[config.mk]
export PLATFORM = sky130hd
export DESIGN_NAME = switch_perf_counters
export DESIGN_NICKNAME = d
export VERILOG_FILES = /design/src/rtl/switch_perf_counters.sv
export SDC_FILE = /design/constraint.sdc
export NUM_CORES = 2
export LEC_CHECK = 0
export BUFFER_PORTS_ARGS = -buffer_cell sky130_fd_sc_hd__buf_2
export CAP_MARGIN = 15
export CORE_ASPECT_RATIO = 1.5
export CORE_MARGIN = 2
export CORE_UTILIZATION = 35
export DETAILED_ROUTE_END_ITERATION = 10
export PLACE_DENSITY_LB_ADDON = 0.3
export SETUP_SLACK_MARGIN = 0.02
export SYNTH_ARGS = -nofsm -noshare
export SYNTH_HDL_FRONTEND = slang
export SYNTH_SLANG_ARGS = --single-unit
[constraint.sdc]
create_clock -name clk -period 8.54 [get_ports clk]
set_input_delay 1.708 -clock clk [delete_from_list [all_inputs] [get_ports clk]]
set_output_delay 1.708 -clock clk [all_outputs]
set_load 0.03 [all_outputs]
[src/rtl/switch_perf_counters.sv]
// rtl/switch_perf_counters.sv - per-queue packet latency/flit statistics with a one-cycle read port
module switch_perf_counters #(
    parameter int NUM_BUFFERS = 2,
    parameter int NUM_VCS     = 2,
    parameter int LAT_WIDTH   = 16,
    parameter int CNT_WIDTH   = 32,
    localparam int N  = NUM_VCS * NUM_BUFFERS,
    localparam int BW = (N > 1) ? $clog2(N) : 1
) (
    input  logic                 clk,
    input  logic                 n_rst,
    input  logic [N-1:0]         not_idle,
    input  logic [N-1:0]         flit_sent,
    input  logic                 clear_req,
    input  logic                 rd_req,
    input  logic [BW-1:0]        rd_buf,
    input  logic [2:0]           rd_sel,
    output logic                 rd_valid,
    output logic [CNT_WIDTH-1:0] rd_data,
    output logic                 rd_err
);

    localparam logic [LAT_WIDTH-1:0] LAT_MAX = '1;

    logic [N-1:0]         prev_not_idle;
    logic [N-1:0]         end_pkt;
    logic [LAT_WIDTH-1:0] lat_cnt  [N];
    logic [LAT_WIDTH-1:0] flit_cnt [N];
    logic [CNT_WIDTH-1:0] packets  [N];
    logic [CNT_WIDTH-1:0] flit_sum [N];
    logic [CNT_WIDTH-1:0] lat_sum  [N];
    logic [LAT_WIDTH-1:0] lat_min  [N];
    logic [LAT_WIDTH-1:0] lat_max  [N];

    logic                 rd_bad;
    logic [CNT_WIDTH-1:0] rd_mux;

    function automatic logic [CNT_WIDTH-1:0] sat_add(input logic [CNT_WIDTH-1:0] a,
                                                     input logic [CNT_WIDTH-1:0] b);
        logic [CNT_WIDTH:0] sum;
        sum = {1'b0, a} + {1'b0, b};
        return sum[CNT_WIDTH] ? '1 : sum[CNT_WIDTH-1:0];
    endfunction

    assign end_pkt = prev_not_idle & ~not_idle;

    // A packet ends on the falling edge of not_idle; zero-flit ends are bank claims and record nothing.
    always_ff @(posedge clk) begin
        if (!n_rst) begin
            prev_not_idle <= '0;
            for (int i = 0; i < N; i++) begin
                lat_cnt[i]  <= '0;
                flit_cnt[i] <= '0;
                packets[i]  <= '0;
                flit_sum[i] <= '0;
                lat_sum[i]  <= '0;
                lat_min[i]  <= '1;
                lat_max[i]  <= '0;
            end
        end else begin
            prev_not_idle <= not_idle;
            for (int i = 0; i < N; i++) begin
                if (end_pkt[i]) begin
                    lat_cnt[i]  <= '0;
                    flit_cnt[i] <= '0;
                end else begin
                    if (not_idle[i] && lat_cnt[i] != LAT_MAX)
                        lat_cnt[i] <= lat_cnt[i] + 1'b1;
                    if (flit_sent[i] && flit_cnt[i] != LAT_MAX)
                        flit_cnt[i] <= flit_cnt[i] + 1'b1;
                end

                if (clear_req) begin
                    packets[i]  <= '0;
                    flit_sum[i] <= '0;
                    lat_sum[i]  <= '0;
                    lat_min[i]  <= '1;
                    lat_max[i]  <= '0;
                end else if (end_pkt[i] && flit_cnt[i] != '0) begin
                    packets[i]  <= sat_add(packets[i], CNT_WIDTH'(1));
                    flit_sum[i] <= sat_add(flit_sum[i], CNT_WIDTH'(flit_cnt[i]));
                    lat_sum[i]  <= sat_add(lat_sum[i], CNT_WIDTH'(lat_cnt[i]));
                    if (lat_cnt[i] > lat_max[i])
                        lat_max[i] <= lat_cnt[i];
                    if (lat_cnt[i] < lat_min[i])
                        lat_min[i] <= lat_cnt[i];
                end
            end
        end
    end

    always_comb begin
        rd_bad = (32'(rd_buf) >= N) || (rd_sel > 3'd4);
        rd_mux = '0;
        if (!rd_bad) begin
            case (rd_sel)
                3'd0:    rd_mux = packets[rd_buf];
                3'd1:    rd_mux = flit_sum[rd_buf];
                3'd2:    rd_mux = lat_sum[rd_buf];
                3'd3:    rd_mux = CNT_WIDTH'(lat_min[rd_buf]);
                3'd4:    rd_mux = CNT_WIDTH'(lat_max[rd_buf]);
                default: rd_mux = '0;
            endcase
        end
    end

    // Response samples the statistics before this cycle's updates land.
    always_ff @(posedge clk) begin
        if (!n_rst) begin
            rd_valid <= 1'b0;
            rd_data  <= '0;
            rd_err   <= 1'b0;
        end else begin
            rd_valid <= rd_req;
            rd_data  <= rd_req ? rd_mux : '0;
            rd_err   <= rd_req & rd_bad;
        end
    end

endmodule

==> results.sh <==
export IMPL_hold_end="flit_sum[3][23]$_SDFFCE_PN0P_"
export IMPL_drc=0
export IMPL_tns_ps=0
export IMPL_ys_warn_count=0
export IMPL_track_usage_pct=20.9
export IMPL_rr_startpoint="lat_cnt[0][0]$_SDFFCE_PN0P_"
export IMPL_r2r_slack_ps=4240
export IMPL_post_drt_wl_per_cell_um=23.6
export IMPL_area_delta_synth_final_pct=10.2
export IMPL_die_y_um=438
export IMPL_post_cts_setup_buffer_count=0
export IMPL_final_common_cell="edfxtp_1"
export IMPL_period_share_pct=55.2
export IMPL_setup_viol=0
export IMPL_clkLatencyLatePin_ps=670
export IMPL_cts_max_level=3
export IMPL_numPortBuffers=50
export IMPL_fmax_mhz=212
export IMPL_slew_viol_final=0
export IMPL_drt_iter0_markers=2616
export IMPL_nets=4344
export IMPL_cts_sinks=678
export IMPL_dominantRegCellSynth="edfxtp_1"
export IMPL_hold_path_class="reg -> reg"
export IMPL_whs_path_depth=1
export IMPL_ys_ff_latch=678
export IMPL_clk_pin_slew_ps=60
export IMPL_placeableCoreArea_um2=125000
export IMPL_crit_arrival_ps=4990
export IMPL_postCtsResizedCells=0
export IMPL_syn_num_nets=4323
export IMPL_globalRouteOverflowTotal=0
export IMPL_total_power_mw=8.43
export IMPL_avgSynthCellArea_um2=10.9
export IMPL_via_per_inst=5.62
export IMPL_ys_seq_area_share_pct=45.5
export IMPL_p_leak_nw=18.6
export IMPL_totalWireLength_um=135000
export IMPL_drive_gt1_share_pct=11.3
export IMPL_required_ps=8820
export IMPL_drtPass1Iterations=7
export IMPL_status="complete, no violations"
export IMPL_vias=32100
export IMPL_fillerInstances=12000
export IMPL_ant_nets=0
export IMPL_crit_path_end_kind="flop"
export IMPL_grt_max_degree=88
export IMPL_synthArstFlopShare_pct=0
export IMPL_antenna_found_initial=7
export IMPL_worstHoldStart="flit_sum[3][23]$_SDFFCE_PN0P_"
export IMPL_fp_dieW_um=293
export IMPL_reg2reg_to="lat_sum[0][21]$_SDFFCE_PN0P_"
export IMPL_cts_made_buffers=72
export IMPL_clockRootBuffer="clkbuf_16"
export IMPL_cp_max_fo=55
export IMPL_layout_min_cycle_time_ps=4710
export IMPL_holdBufCountCts=0
export IMPL_max_cap_viol_count=0
export IMPL_grt_setup_unrepaired="false"
export IMPL_synthCells=4030
export IMPL_gp_congestion=0.951
export IMPL_max_slew_worst_pin_slew_ps=1080
export IMPL_synth_area_um2=43900
export IMPL_max_slew_margin_pct=28.1
export IMPL_grt_pass1_vias=31400
export IMPL_rows=159
export IMPL_grt_first_pass_wirelength_um=201000
export IMPL_vdd_drop_max_mv=0.129
export IMPL_final_cell_mix="edfxtp_1, a21oi_1, nor2_1, ha_1, inv_1"
export IMPL_start_util_pct=35.2
export IMPL_crit_type="in -> reg"
export IMPL_clk_path_buf_depth=3
export IMPL_rr_worst_depth=11
export IMPL_io_pins=51
export IMPL_die_area_um2=128000
export IMPL_skew_ps=27.6
export IMPL_synth_edf_count=640
export IMPL_cts_tree="built"
export IMPL_dpl_hpwl_um=101000
export IMPL_synth_cell_types=95
export IMPL_cp_start_kind="input pin"
export IMPL_hold_viol_final=0
export IMPL_powerDensity_nw_per_um2=174
## metrics by stage
| step | worst slack (ps) | hold WS, ps | cells | cell area (um^2) | util [%] |
|---|---|---|---|---|---|
| floorplan | 3090 | 582 | 4030 | 43900 | - |
| global placement | 3140 | 620 | 5586 | 45900 | 36.8 |
| detailed placement | 3090 | 633 | 5586 | 45900 | 36.8 |
| CTS | 3810 | 642 | 5717 | 48300 | 38.8 |
| global route | 3630 | 667 | 5718 | 48300 | 38.8 |
| finish | 3830 | 648 | 5720 | 48400 | 38.8 |
## cell families after synthesis
group	Yosys count	share of synthesized area, %
AOI/OAI and AO/OA	872	12.6
DFF	678	45.5
buffers and inverters	372	3.42
and+or+nand+nor	1293	15.1
xor gates and xnor gates	363	7.24
muxes	176	8.12
adders and majority gates	276	8.00
## Yosys cell counts, types with 20 or more instances
cell type / count / area share, %
edfxtp_1: 640 / 44
o21bai_1: 29 / 0.50
nand4_1: 76 / 1.1
a31oi_1: 40 / 0.57
and2_1: 89 / 1.3
nor2b_1: 23 / 0.33
o21a_1: 20 / 0.34
xor2_1: 205 / 4.1
nand2b_1: 90 / 1.3
inv_1: 220 / 1.9
and3_1: 101 / 1.4
nor3_1: 57 / 0.65
ha_1: 268 / 7.6
mux2i_1: 32 / 0.73
nand3_1: 176 / 2.0
buf_2: 37 / 0.42
mux4_2: 144 / 7.4
and4_1: 26 / 0.52
a21o_1: 93 / 1.6
a21oi_2: 44 / 0.88
clkbuf_1: 89 / 0.76
a21oi_1: 427 / 4.9
o21ai_0: 80 / 0.91
nor2_1: 343 / 2.9
dfxtp_1: 38 / 1.7
nand2_1: 224 / 1.9
a211oi_1: 35 / 0.60
xnor2_1: 158 / 3.2
## how the worst max path moves through the flow
stage | from | to | cells after the start
2_1_floorplan | clear_req | flit_sum[2][0]$_SDFFCE_PN0P_ | 6
3_3_place_gp | n_rst | lat_sum[0][5]$_SDFFCE_PN0P_ | 7
3_5_place_dp | n_rst | packets[0][0]$_SDFFCE_PN0P_ | 7
4_1_cts | n_rst | lat_max[0][6]$_SDFFCE_PN0P_ | 8
5_1_grt | n_rst | lat_max[0][1]$_SDFFCE_PN0P_ | 8
6_report | n_rst | lat_max[0][3]$_SDFFCE_PN0P_ | 8
## flip-flops by register name (all words and copies together), names as in the netlist, 32 cells and up
register / flops
rd_data: 32
packets: 128
flit_sum: 128
lat_sum: 128
lat_cnt: 64
lat_max: 64
lat_min: 64
flit_cnt: 64
## routing by layer
metal / vias to the layer above / part of all wire (%) / track usage (%) / wire length [um]
met4: 8 / 7.7 / 14.4 / 10400
met5: - / 0.041 / 0 / 55
li1: 15100 / - / - / -
met2: 843 / 49 / 36.0 / 66500
met1: 15900 / 39 / 24.2 / 52200
met3: 277 / 4.5 / 2.52 / 6060
## critical path, cell delays in order
cell	delay, ps
buf_2	340
and2b_1	210
buf_4	380
nand3_4	570
buf_4	550
nor3_1	290
buf_4	210
nand2b_1	600
## area by class of cell
class / count / area, um^2 / share of cell area [%]
antenna: 2 / 5.00 / 0.0104
tap: 1610 / 2010 / 4.17
timing repair buffer: 98 / 638 / 1.32
sequential: 678 / 20000 / 41.3
multi-input combinational: 2980 / 22500 / 46.5
clock inverter: 30 / 314 / 0.650
inverter: 221 / 830 / 1.72
clock buffer: 101 / 2090 / 4.31
## where the power goes
| group | switching [mW] | internal, mW | total [mW] |
|---|---|---|---|
| Combinational | 0.592 | 0.425 | 1.02 |
| Sequential | 0.288 | 3.82 | 4.11 |
| Clock | 1.41 | 1.89 | 3.30 |
| Total | 2.29 | 6.14 | 8.43 |
(Power assumes the default switching activity.)
